--- config.mk ---
export PLATFORM = sky130hd
export DESIGN_NAME = inst_fetch_flat
export DESIGN_NICKNAME = d
export VERILOG_FILES = /design/src/rtl/inst_fetch_pkg.sv /design/src/rtl/inst_fetch_if.sv /design/src/rtl/inst_fetch_fifo.sv /design/src/rtl/inst_fetch.sv /design/src/flat_wrapper.sv
export SDC_FILE = /design/constraint.sdc
export NUM_CORES = 1
export LEC_CHECK = 0
export ABC_CLOCK_PERIOD_IN_PS = 2500
export CORE_ASPECT_RATIO = 1.5
export CORE_MARGIN = 2
export CORE_UTILIZATION = 50
export CTS_CLUSTER_SIZE = 8
export DETAILED_ROUTE_END_ITERATION = 12
export GPL_ROUTABILITY_DRIVEN = 0
export PLACE_DENSITY = 0.79
export SETUP_SLACK_MARGIN = 0.3
export SYNTH_ARGS = -nofsm -noshare
export SYNTH_HDL_FRONTEND = slang
export SYNTH_SLANG_ARGS = --single-unit
--- constraint.sdc ---
create_clock -name clk -period 2.5 [get_ports clk]
set_input_delay 0.5 -clock clk [delete_from_list [all_inputs] [get_ports clk]]
set_output_delay 0.5 -clock clk [all_outputs]
set_load 0.02 [all_outputs]
--- src/rtl/inst_fetch_pkg.sv ---
// Shared types and default widths for the instruction fetch unit.
package inst_fetch_pkg;

    localparam int unsigned PcWidthDef   = 16;
    localparam int unsigned InstWidthDef = 32;
    localparam int unsigned FifoDepthDef = 4;

    typedef enum logic [1:0] {
        StIdle  = 2'd0,
        StRun   = 2'd1,
        StFlush = 2'd2
    } if_state_e;

endpackage

--- src/rtl/inst_fetch_if.sv ---
// Instruction memory read bus plus fetch-to-decode handshake.
interface inst_fetch_if
    import inst_fetch_pkg::*;
#(
    parameter int unsigned PC_WIDTH   = PcWidthDef,
    parameter int unsigned INST_WIDTH = InstWidthDef
);
    logic                  imem_rd;
    logic [PC_WIDTH-1:0]   imem_addr;
    logic [INST_WIDTH-1:0] imem_rdata;
    logic                  inst_valid;
    logic                  inst_ready;
    logic [INST_WIDTH-1:0] inst_data;
    logic [PC_WIDTH-1:0]   inst_pc;

    modport master (
        output imem_rd, imem_addr, inst_valid, inst_data, inst_pc,
        input  imem_rdata, inst_ready
    );

    modport slave (
        input  imem_rd, imem_addr, inst_valid, inst_data, inst_pc,
        output imem_rdata, inst_ready
    );

endinterface

--- src/rtl/inst_fetch_fifo.sv ---
// Synchronous FIFO for fetched {instruction, pc} entries; flush empties it in one cycle.
module inst_fetch_fifo #(
    parameter int unsigned WIDTH = 8,
    parameter int unsigned DEPTH = 4
) (
    input  logic                   clk,
    input  logic                   rst,
    input  logic                   push,
    input  logic                   pop,
    input  logic                   flush,
    input  logic [WIDTH-1:0]       wdata,
    output logic [WIDTH-1:0]       rdata,
    output logic [$clog2(DEPTH):0] count,
    output logic                   full,
    output logic                   empty
);
    localparam int unsigned PtrW = $clog2(DEPTH);
    localparam int unsigned CntW = PtrW + 1;

    logic [WIDTH-1:0] mem_q [DEPTH];
    logic [WIDTH-1:0] mem_d [DEPTH];
    logic [PtrW-1:0]  wr_ptr_q, wr_ptr_d, rd_ptr_q, rd_ptr_d;
    logic [CntW-1:0]  count_q, count_d;
    logic             do_push, do_pop;

    assign empty   = (count_q == '0);
    assign full    = (count_q == CntW'(DEPTH));
    assign do_pop  = pop && !empty;
    // A pop in the same cycle frees the slot, so a push into a full FIFO is legal then.
    assign do_push = push && (!full || do_pop);

    always_comb begin
        mem_d    = mem_q;
        wr_ptr_d = wr_ptr_q;
        rd_ptr_d = rd_ptr_q;
        count_d  = count_q;
        if (flush) begin
            wr_ptr_d = '0;
            rd_ptr_d = '0;
            count_d  = '0;
        end else begin
            if (do_push) begin
                mem_d[wr_ptr_q] = wdata;
                wr_ptr_d        = wr_ptr_q + 1'b1;
            end
            if (do_pop) begin
                rd_ptr_d = rd_ptr_q + 1'b1;
            end
            count_d = count_q + CntW'(do_push) - CntW'(do_pop);
        end
    end

    always_ff @(posedge clk) begin
        if (rst) begin
            wr_ptr_q <= '0;
            rd_ptr_q <= '0;
            count_q  <= '0;
        end else begin
            wr_ptr_q <= wr_ptr_d;
            rd_ptr_q <= rd_ptr_d;
            count_q  <= count_d;
        end
    end

    always_ff @(posedge clk) begin
        mem_q <= mem_d;
    end

    assign rdata = mem_q[rd_ptr_q];
    assign count = count_q;

endmodule

--- src/rtl/inst_fetch.sv ---
// Fetch unit: owns the fetch PC, issues credit-limited reads, buffers returns for decode.
// Define IFETCH_PERF_EN to add the perf_fetched / perf_stall counters.
module inst_fetch
    import inst_fetch_pkg::*;
#(
    parameter int unsigned PC_WIDTH   = PcWidthDef,
    parameter int unsigned INST_WIDTH = InstWidthDef,
    parameter int unsigned FIFO_DEPTH = FifoDepthDef
) (
    input  logic                clk,
    input  logic                rst,
    input  logic                en,
    input  logic                redir_valid,
    input  logic [PC_WIDTH-1:0] redir_pc,
    inst_fetch_if.master        bus
`ifdef IFETCH_PERF_EN
    ,
    output logic [31:0]         perf_fetched,
    output logic [31:0]         perf_stall
`endif
);
    localparam int unsigned CntW   = $clog2(FIFO_DEPTH) + 1;
    localparam int unsigned EntryW = INST_WIDTH + PC_WIDTH;

    if_state_e           state_q, state_d;
    logic [PC_WIDTH-1:0] fetch_pc_q, fetch_pc_d;
    logic [PC_WIDTH-1:0] inflight_pc_q, inflight_pc_d;
    logic                inflight_q, inflight_d;
    logic                issue, credit_ok, inst_valid, pop;
    logic [CntW-1:0]     fifo_count;
    logic                fifo_full, fifo_empty;
    logic [EntryW-1:0]   fifo_rdata;

    // Credit counts the buffered entries plus the read whose data is still on its way.
    assign credit_ok = !fifo_full && ((32'(fifo_count) + 32'(inflight_q)) < FIFO_DEPTH);

    always_comb begin
        state_d       = state_q;
        fetch_pc_d    = fetch_pc_q;
        inflight_d    = 1'b0;
        inflight_pc_d = inflight_pc_q;
        issue         = 1'b0;
        unique case (state_q)
            StIdle:  if (en) state_d = StRun;
            StRun: begin
                issue = credit_ok;
                if (!en) state_d = StIdle;
            end
            StFlush: state_d = en ? StRun : StIdle;
            default: state_d = StIdle;
        endcase
        if (issue) begin
            fetch_pc_d    = fetch_pc_q + 1'b1;
            inflight_d    = 1'b1;
            inflight_pc_d = fetch_pc_q;
        end
        // Redirect kills a read issued this cycle by never marking it in flight.
        if (redir_valid) begin
            state_d    = StFlush;
            fetch_pc_d = redir_pc;
            inflight_d = 1'b0;
        end
    end

    always_ff @(posedge clk) begin
        if (rst) begin
            state_q       <= StIdle;
            fetch_pc_q    <= '0;
            inflight_q    <= 1'b0;
            inflight_pc_q <= '0;
        end else begin
            state_q       <= state_d;
            fetch_pc_q    <= fetch_pc_d;
            inflight_q    <= inflight_d;
            inflight_pc_q <= inflight_pc_d;
        end
    end

    inst_fetch_fifo #(
        .WIDTH (EntryW),
        .DEPTH (FIFO_DEPTH)
    ) u_fifo (
        .clk   (clk),
        .rst   (rst),
        .push  (inflight_q),
        .pop   (pop),
        .flush (redir_valid),
        .wdata ({bus.imem_rdata, inflight_pc_q}),
        .rdata (fifo_rdata),
        .count (fifo_count),
        .full  (fifo_full),
        .empty (fifo_empty)
    );

    assign inst_valid    = !fifo_empty;
    assign pop           = inst_valid && bus.inst_ready;
    assign bus.imem_rd   = issue;
    assign bus.imem_addr = fetch_pc_q;
    assign bus.inst_valid = inst_valid;

    always_comb begin
        bus.inst_data = '0;
        bus.inst_pc   = '0;
        if (inst_valid) begin
            bus.inst_data = fifo_rdata[EntryW-1:PC_WIDTH];
            bus.inst_pc   = fifo_rdata[PC_WIDTH-1:0];
        end
    end

`ifdef IFETCH_PERF_EN
    logic [31:0] perf_fetched_q, perf_fetched_d, perf_stall_q, perf_stall_d;

    always_comb begin
        perf_fetched_d = perf_fetched_q;
        perf_stall_d   = perf_stall_q;
        if (pop && (perf_fetched_q != '1)) perf_fetched_d = perf_fetched_q + 1'b1;
        if (inst_valid && !bus.inst_ready && (perf_stall_q != '1)) begin
            perf_stall_d = perf_stall_q + 1'b1;
        end
    end

    always_ff @(posedge clk) begin
        if (rst) begin
            perf_fetched_q <= '0;
            perf_stall_q   <= '0;
        end else begin
            perf_fetched_q <= perf_fetched_d;
            perf_stall_q   <= perf_stall_d;
        end
    end

    assign perf_fetched = perf_fetched_q;
    assign perf_stall   = perf_stall_q;
`endif

endmodule

--- src/flat_wrapper.sv ---
// flat-port wrapper written by rule: the top's interface ports become plain ports
module inst_fetch_flat import inst_fetch_pkg::*;
#(
    parameter int unsigned PC_WIDTH   = PcWidthDef,
    parameter int unsigned INST_WIDTH = InstWidthDef,
    parameter int unsigned FIFO_DEPTH = FifoDepthDef
)
  (clk, rst, en, redir_valid, redir_pc, bus_imem_rd, bus_imem_addr, bus_inst_valid, bus_inst_data, bus_inst_pc, bus_imem_rdata, bus_inst_ready);
  inst_fetch_if #(.PC_WIDTH(PC_WIDTH), .INST_WIDTH(INST_WIDTH)) bus_i ();
  input  logic clk;
  input  logic rst;
  input  logic en;
  input  logic redir_valid;
  input  logic [PC_WIDTH-1:0] redir_pc;
  output wire logic [$bits(bus_i.imem_rd)-1:0] bus_imem_rd;
  output wire logic [$bits(bus_i.imem_addr)-1:0] bus_imem_addr;
  output wire logic [$bits(bus_i.inst_valid)-1:0] bus_inst_valid;
  output wire logic [$bits(bus_i.inst_data)-1:0] bus_inst_data;
  output wire logic [$bits(bus_i.inst_pc)-1:0] bus_inst_pc;
  input wire logic [$bits(bus_i.imem_rdata)-1:0] bus_imem_rdata;
  input wire logic [$bits(bus_i.inst_ready)-1:0] bus_inst_ready;
  assign bus_imem_rd = bus_i.imem_rd;
  assign bus_imem_addr = bus_i.imem_addr;
  assign bus_inst_valid = bus_i.inst_valid;
  assign bus_inst_data = bus_i.inst_data;
  assign bus_inst_pc = bus_i.inst_pc;
  assign bus_i.imem_rdata = bus_imem_rdata;
  assign bus_i.inst_ready = bus_inst_ready;
  inst_fetch #(.PC_WIDTH(PC_WIDTH), .INST_WIDTH(INST_WIDTH), .FIFO_DEPTH(FIFO_DEPTH)) u_core (.clk(clk), .rst(rst), .en(en), .redir_valid(redir_valid), .redir_pc(redir_pc), .bus(bus_i));
endmodule
# --- Word-level counts from Yosys, hierarchy flattened ---
# Index checks and enable logic that the tools add are counted.
totals:
  register_bits: 234
  inputBits: 53
  out_inout_bits: 66
  wordCells: 64
classes:
  add_sub_neg: 6
  n_lt_le_gt_ge: 4
  n_eq_ne: 7
  muxes: 17
  bitwise_logic: 3
  reduce_logical: 15
ops:
  columns: ["operator", "count"]
  rows:
  - ["$bwmux 192", 1]
  - ["$mux 48", 3]
  - ["$bmux 48 s2", 1]
  - ["$demux 48 s2", 1]
  - ["$mux 16", 3]
  - ["$lt 32x3->1 const B", 1]
  - ["$mux 32", 1]
  - ["$add 16x1->16 const B", 1]
  - ["$ge 3x3->1 const B", 2]
  - ["$mux 2", 3]
  - ["$ne 3x3->1 const B", 2]
  - ["$not 2->3", 2]
  - ["$pmux 2 s3", 1]
  - ["$reduce_and 2->1", 3]
  - ["$logic_and 1x1->1", 5]
  - ["$add 2x1->2 const B", 2]
  - ["$add 3x1->4", 1]
  - ["$ne 2x2->1 const B", 2]
  - ["$add 3x1->3", 1]
  - ["$eq 3x3->1 const B", 1]
  - ["$logic_not 3->1", 1]
  - ["$lt 3x1->1 const B", 1]
  - ["$mux 1", 3]
  - ["$sub 3x1->3", 1]
  - ["other kinds (8)", 9]

# --- Depth between registers and ports, before layout ---
depth:
  word_depth: 8
  mapped_depth: 9
  depth_no_buf: 8

# --- Cells and area by module ---
# A second synthesis with hierarchy kept.
hier_totals:
  hier_cells: 545
  hier_area_um2: 9251.4
by_module_without_submodules:
  columns: ["mod", "n_inst", "cells_per_inst", "area_each_um2", "seq_area_each_um2"]
  rows:
  - ["inst_fetch_fifo", 1, 299, 7367.1, 5905.7]
  - ["inst_fetch", 1, 246, 1884.3, 700.7]

# --- Worst setup path after synthesis ---
# No wires, ideal clock.
synth_timing:
  path_type: "in2reg"
  startpoint: "in bus_inst_ready"
  endpoint: "reg u_core.u_fifo.mem_q[0] (netlist bit), enable pin"
  setup_time_ps: 411
  arrival_ps: 1924
  required_ps: 2089
  slack_ps: 165
  stages: 3
  path_buffers: 0
  path_cell_list: "o41ai_4 nor2_1 and2_1"
synth_via:
  elab_chain_len: 5
synth_rtl:
  columns: ["item", "line_no", "text"]
  rows:
  - ["start: declaration", "flat_wrapper.sv:21", "input wire logic [$bits(bus_i.inst_ready)-1:0] bus_inst_ready;"]
  - ["$logic_and 1x1->1", "inst_fetch.sv:96", "assign pop = inst_valid && bus.inst_ready;"]
  - ["$logic_and 1x1->1", "inst_fetch_fifo.sv:28", "assign do_pop = pop && !empty;"]
  - ["$logic_or 1x1->1", "inst_fetch_fifo.sv:30", "assign do_push = push && (!full || do_pop);"]
  - ["$logic_and 1x1->1", "inst_fetch_fifo.sv:30", null]
  - ["$reduce_and 2->1 (no line)", null, null]
  - ["end signal: assignment", "inst_fetch_fifo.sv:66", "mem_q <= mem_d;"]
  - ["end: declaration", "inst_fetch_fifo.sv:20", "logic [WIDTH-1:0] mem_q [DEPTH];"]
# Every way passes these cells.
# A chain may end at the register's enable or synchronous reset.

# --- Worst setup path in the final report ---
layout_timing:
  startpoint: "reg u_core.u_fifo.rd_ptr_q[0]"
  endpoint: "out bus_inst_data[6]"
layout_via:
  elab_chain_len: 5
layout_rtl:
  columns: ["item", "line_no", "text"]
  rows:
  - ["start: declaration", "inst_fetch_fifo.sv:22", "logic [PtrW-1:0] wr_ptr_q, wr_ptr_d, rd_ptr_q, rd_ptr_d;"]
  - ["start signal: assignment", "inst_fetch_fifo.sv:60", "rd_ptr_q <= rd_ptr_d;"]
  - ["$not 2->3 (not written as such)", "inst_fetch_fifo.sv:69", "assign rdata = mem_q[rd_ptr_q];"]
  - ["$bmux 48 s2", "inst_fetch_fifo.sv:69", null]
  - ["$mux 48 (not written as such) (2 in a row)", "inst_fetch_fifo.sv:69", null]
  - ["$mux 32", "inst_fetch.sv:104", "if (inst_valid) begin"]
  - ["end: declaration", "flat_wrapper.sv:18", "output wire logic [$bits(bus_i.inst_data)-1:0] bus_inst_data;"]
# Every way passes these cells. The select of a mux whose other input is x is not followed.

==> flow_metrics.tcl <==
set metrics [dict create \
    drc 0 \
    num-nets-final 770 \
    yosysUniqueCellTypes 42 \
    timing.hold.ws_ps 494.0 \
    clockBufferDepth 3 \
    area_delta_synth_final_pct 34.96 \
    grt_antenna_before_repair 0 \
    hold_viol_final 0 \
    p_leak_uw 0.004252 \
    period_needed_ps 2522 \
    final_cell_mix "192 x edfxtp_1, 67 x clkdlybuf4s50_1, 50 x buf_6" \
    rsz0062_at_grt "true" \
    async_flop_share_pct 0 \
    num_antenna_cells 0 \
    die-area_mm2 0.01976 \
    worst_setup_hold_path_clk_slew_ps 50 \
    place_area_mm2 0.01101 \
    vias 5273 \
    cts_max_level 2 \
    vias_per_cell 5.381 \
    io_pins 119 \
    hold_path_class "reg -> reg" \
    violations "negative setup slack" \
    rows 61 \
    fmax_mhz 396.6 \
    grt_pass1_vias 5707 \
    fin_crit_sh_pct 100.9 \
    mostFrequentLayoutCell "edfxtp_1" \
    power_density_mw_per_mm2 704.0 \
    ys.flop_type "edfxtp_1" \
    maxCapViolations 0 \
    cts_tree "built" \
    placed_cells 906 \
    start_util_pct 50.64 \
    drv_slew 0 \
    required_ps 2000 \
    skew_ps 10.05 \
    synth_edf_count 192 \
    critPathMaxFanout 5 \
    root_buffer "clkbuf_16" \
    crit_type "reg -> out" \
    ys_seq_elements 234 \
    start_kind "flip-flop" \
    dr.pass1.iters 5 \
    ir_drop_uv 429.1 \
    worstMarginPinSlew_ps 343.2 \
    die_x_um 115.4 \
    grt_pass1_wl_mm 30.25 \
    critPathCaptureType "output port" \
    cp.arrival_ps 2020 \
    drtIter0Drc 312 \
    post_route_cells_drive_above_1_share_pct 37.09 \
    detail_route.wl_per_cell_um 19.68 \
    core_mm2 0.01839 \
    setup_violations 9 \
    netlist_area_mm2 0.009315 \
    syn_inst 533 \
    drt-total-wl_mm 19.29 \
    globalRouteTotalUtil_pct 20.21 \
    synth_area_per_cell_um2 17.48 \
    grt_max_degree 34 \
    stdcell_count 980 \
    die_h_um 171.2 \
    ctsHoldBuffers 0 \
    route.antenna.remaining_nets 0 \
    ys_seq_area_share_pct 70.92 \
    outcome "finished, violations left" \
    hpwl_mm 11.34 \
    port-buffer-count 118 \
    yosysWarningCount 0 \
    overflow 0 \
    final_area_mm2 0.01257 \
    numClockSinks 234 \
    synth_fp_nets 595 \
    insertion_delay_ps 480 \
    numCtsBuffers 35 \
    max-slew-margin-rel_pct 77.09 \
    fin_ws_ps -21.74 \
]
## power breakdown
| part | internal (µW) | switching (µW) | total (µW) | leakage, µW |
|---|---|---|---|---|
| sequential | 4240 | 39.9 | 4280 | 0.00209 |
| combinational | 199 | 169 | 368 | 0.00168 |
| clock | 2700 | 1510 | 4210 | 0.000483 |
| total | 7130 | 1720 | 8850 | 0.00425 |
## state kept, by name (all words and copies together), names as in the netlist
register / cells
u_core.u_fifo.mem_q: 192
u_core.bus.imem_addr: 16
u_core.inflight_pc_q: 16
u_core.u_fifo.count: 3
u_core.state_q: 2
u_core.u_fifo.rd_ptr_q: 2
u_core.u_fifo.wr_ptr_q: 2
u_core.inflight_q: 1
## path summary, 6_finish.rpt
kind | start | end | slack (ps) | cells past startpoint
setup / recovery | u_core.u_fifo.rd_ptr_q[0]$_SDFFE_PP0P_ | bus_inst_data[6] | -20 | 6
hold / removal | u_core.inflight_pc_q[10]$_SDFFE_PP0P_ | u_core.inflight_pc_q[10]$_SDFFE_PP0P_ | 490 | 2
setup reg to reg | u_core.u_fifo.count[0]$_SDFF_PP0_ | u_core.u_fifo.count[1]$_SDFF_PP0_ | 380 | 7
hold reg to reg | u_core.inflight_pc_q[10]$_SDFFE_PP0P_ | u_core.inflight_pc_q[10]$_SDFFE_PP0P_ | 490 | 2
## through the flow
step / setup slack [ps] / TNS [ps] / power [µW] / utilization (%)
3_3_place_gp: 38.82 / 0 / 4670 / 59.88
4_1_cts: -34.84 / -244.2 / 8920 / 68.19
3_5_place_dp: -25.70 / -25.70 / 4683 / 59.88
6_report: -21.74 / -75.48 / 8850 / 68.35
2_1_floorplan: 341.9 / 0 / 4477 / -
5_1_grt: -70.23 / -1167 / 9101 / 68.35
## logic make-up after synthesis
group,synth area share [%]
adder cells (fa/ha/maj),1.290
AND/OR/NAND/NOR,9.456
flip-flops,70.92
XOR/XNOR,1.988
buffers and inverters,1.974
multiplexers,11.71
AO/OA/AOI/OAI,2.660
## worst max-delay path: stages (launching register included)
cell and delay (ps):
dfxtp_4 390, buf_12 140, buf_12 100, buf_16 120
mux4_2 520, and2_4 160, buf_6 120
## synthesized netlist by cell type (2+ instances only)
library cell / instances / area share [%]
edfxtp_1: 192 / 62
and2_1: 55 / 3.7
mux4_2: 48 / 12
nand2_1: 44 / 1.8
dfxtp_1: 42 / 9.0
nor2_1: 17 / 0.69
a21oi_1: 16 / 0.86
xnor2_1: 16 / 1.5
clkbuf_1: 11 / 0.44
inv_1: 10 / 0.40
nor4_2: 9 / 1.2
ha_1: 8 / 1.1
a211oi_1: 7 / 0.56
o21ai_1: 7 / 0.38
buf_2: 6 / 0.32
nand3_1: 5 / 0.27
nor3_2: 5 / 0.54
buf_1: 4 / 0.16
buf_6: 4 / 0.48
nand3_2: 2 / 0.21
nand4_1: 2 / 0.13
or3_1: 2 / 0.13
xor2_1: 2 / 0.19
## what timing repair did
| item | 4_1_cts | 5_1_grt |
|---|---|---|
| setup endpoints to repair | 52 | 51 |
| pin swaps | 39 | 5 |
| setup buffers | 10 | 1 |
| cloned | 6 | 0 |
| resized for setup | 363 | 9 |
## cell type report
| cell class | count | area [µm²] |
|---|---|---|
| Sequential cell | 234 | 6616 |
| Tap cell | 252 | 315.3 |
| Timing Repair Buffer | 163 | 1904 |
| Clock buffer | 56 | 997.2 |
| Clock inverter | 1 | 8.758 |
| Fill cell | 1164 | 5822 |
| Inverter | 12 | 52.55 |
| Multi-Input combinational cell | 262 | 2678 |
## layer usage
layer / GRT usage [%] / wire (µm) / vias to the layer above / share of wire [%]
li1: - / - / 2394 / -
met1: 23.32 / 7298 / 2658 / 38
met2: 36.56 / 10500 / 177 / 54
met3: 3.524 / 921 / 44 / 4.8
met4: 8.696 / 563 / 0 / 2.9
met5: 0 / 0 / - / 0
Power figures use the tool's default switching activity.
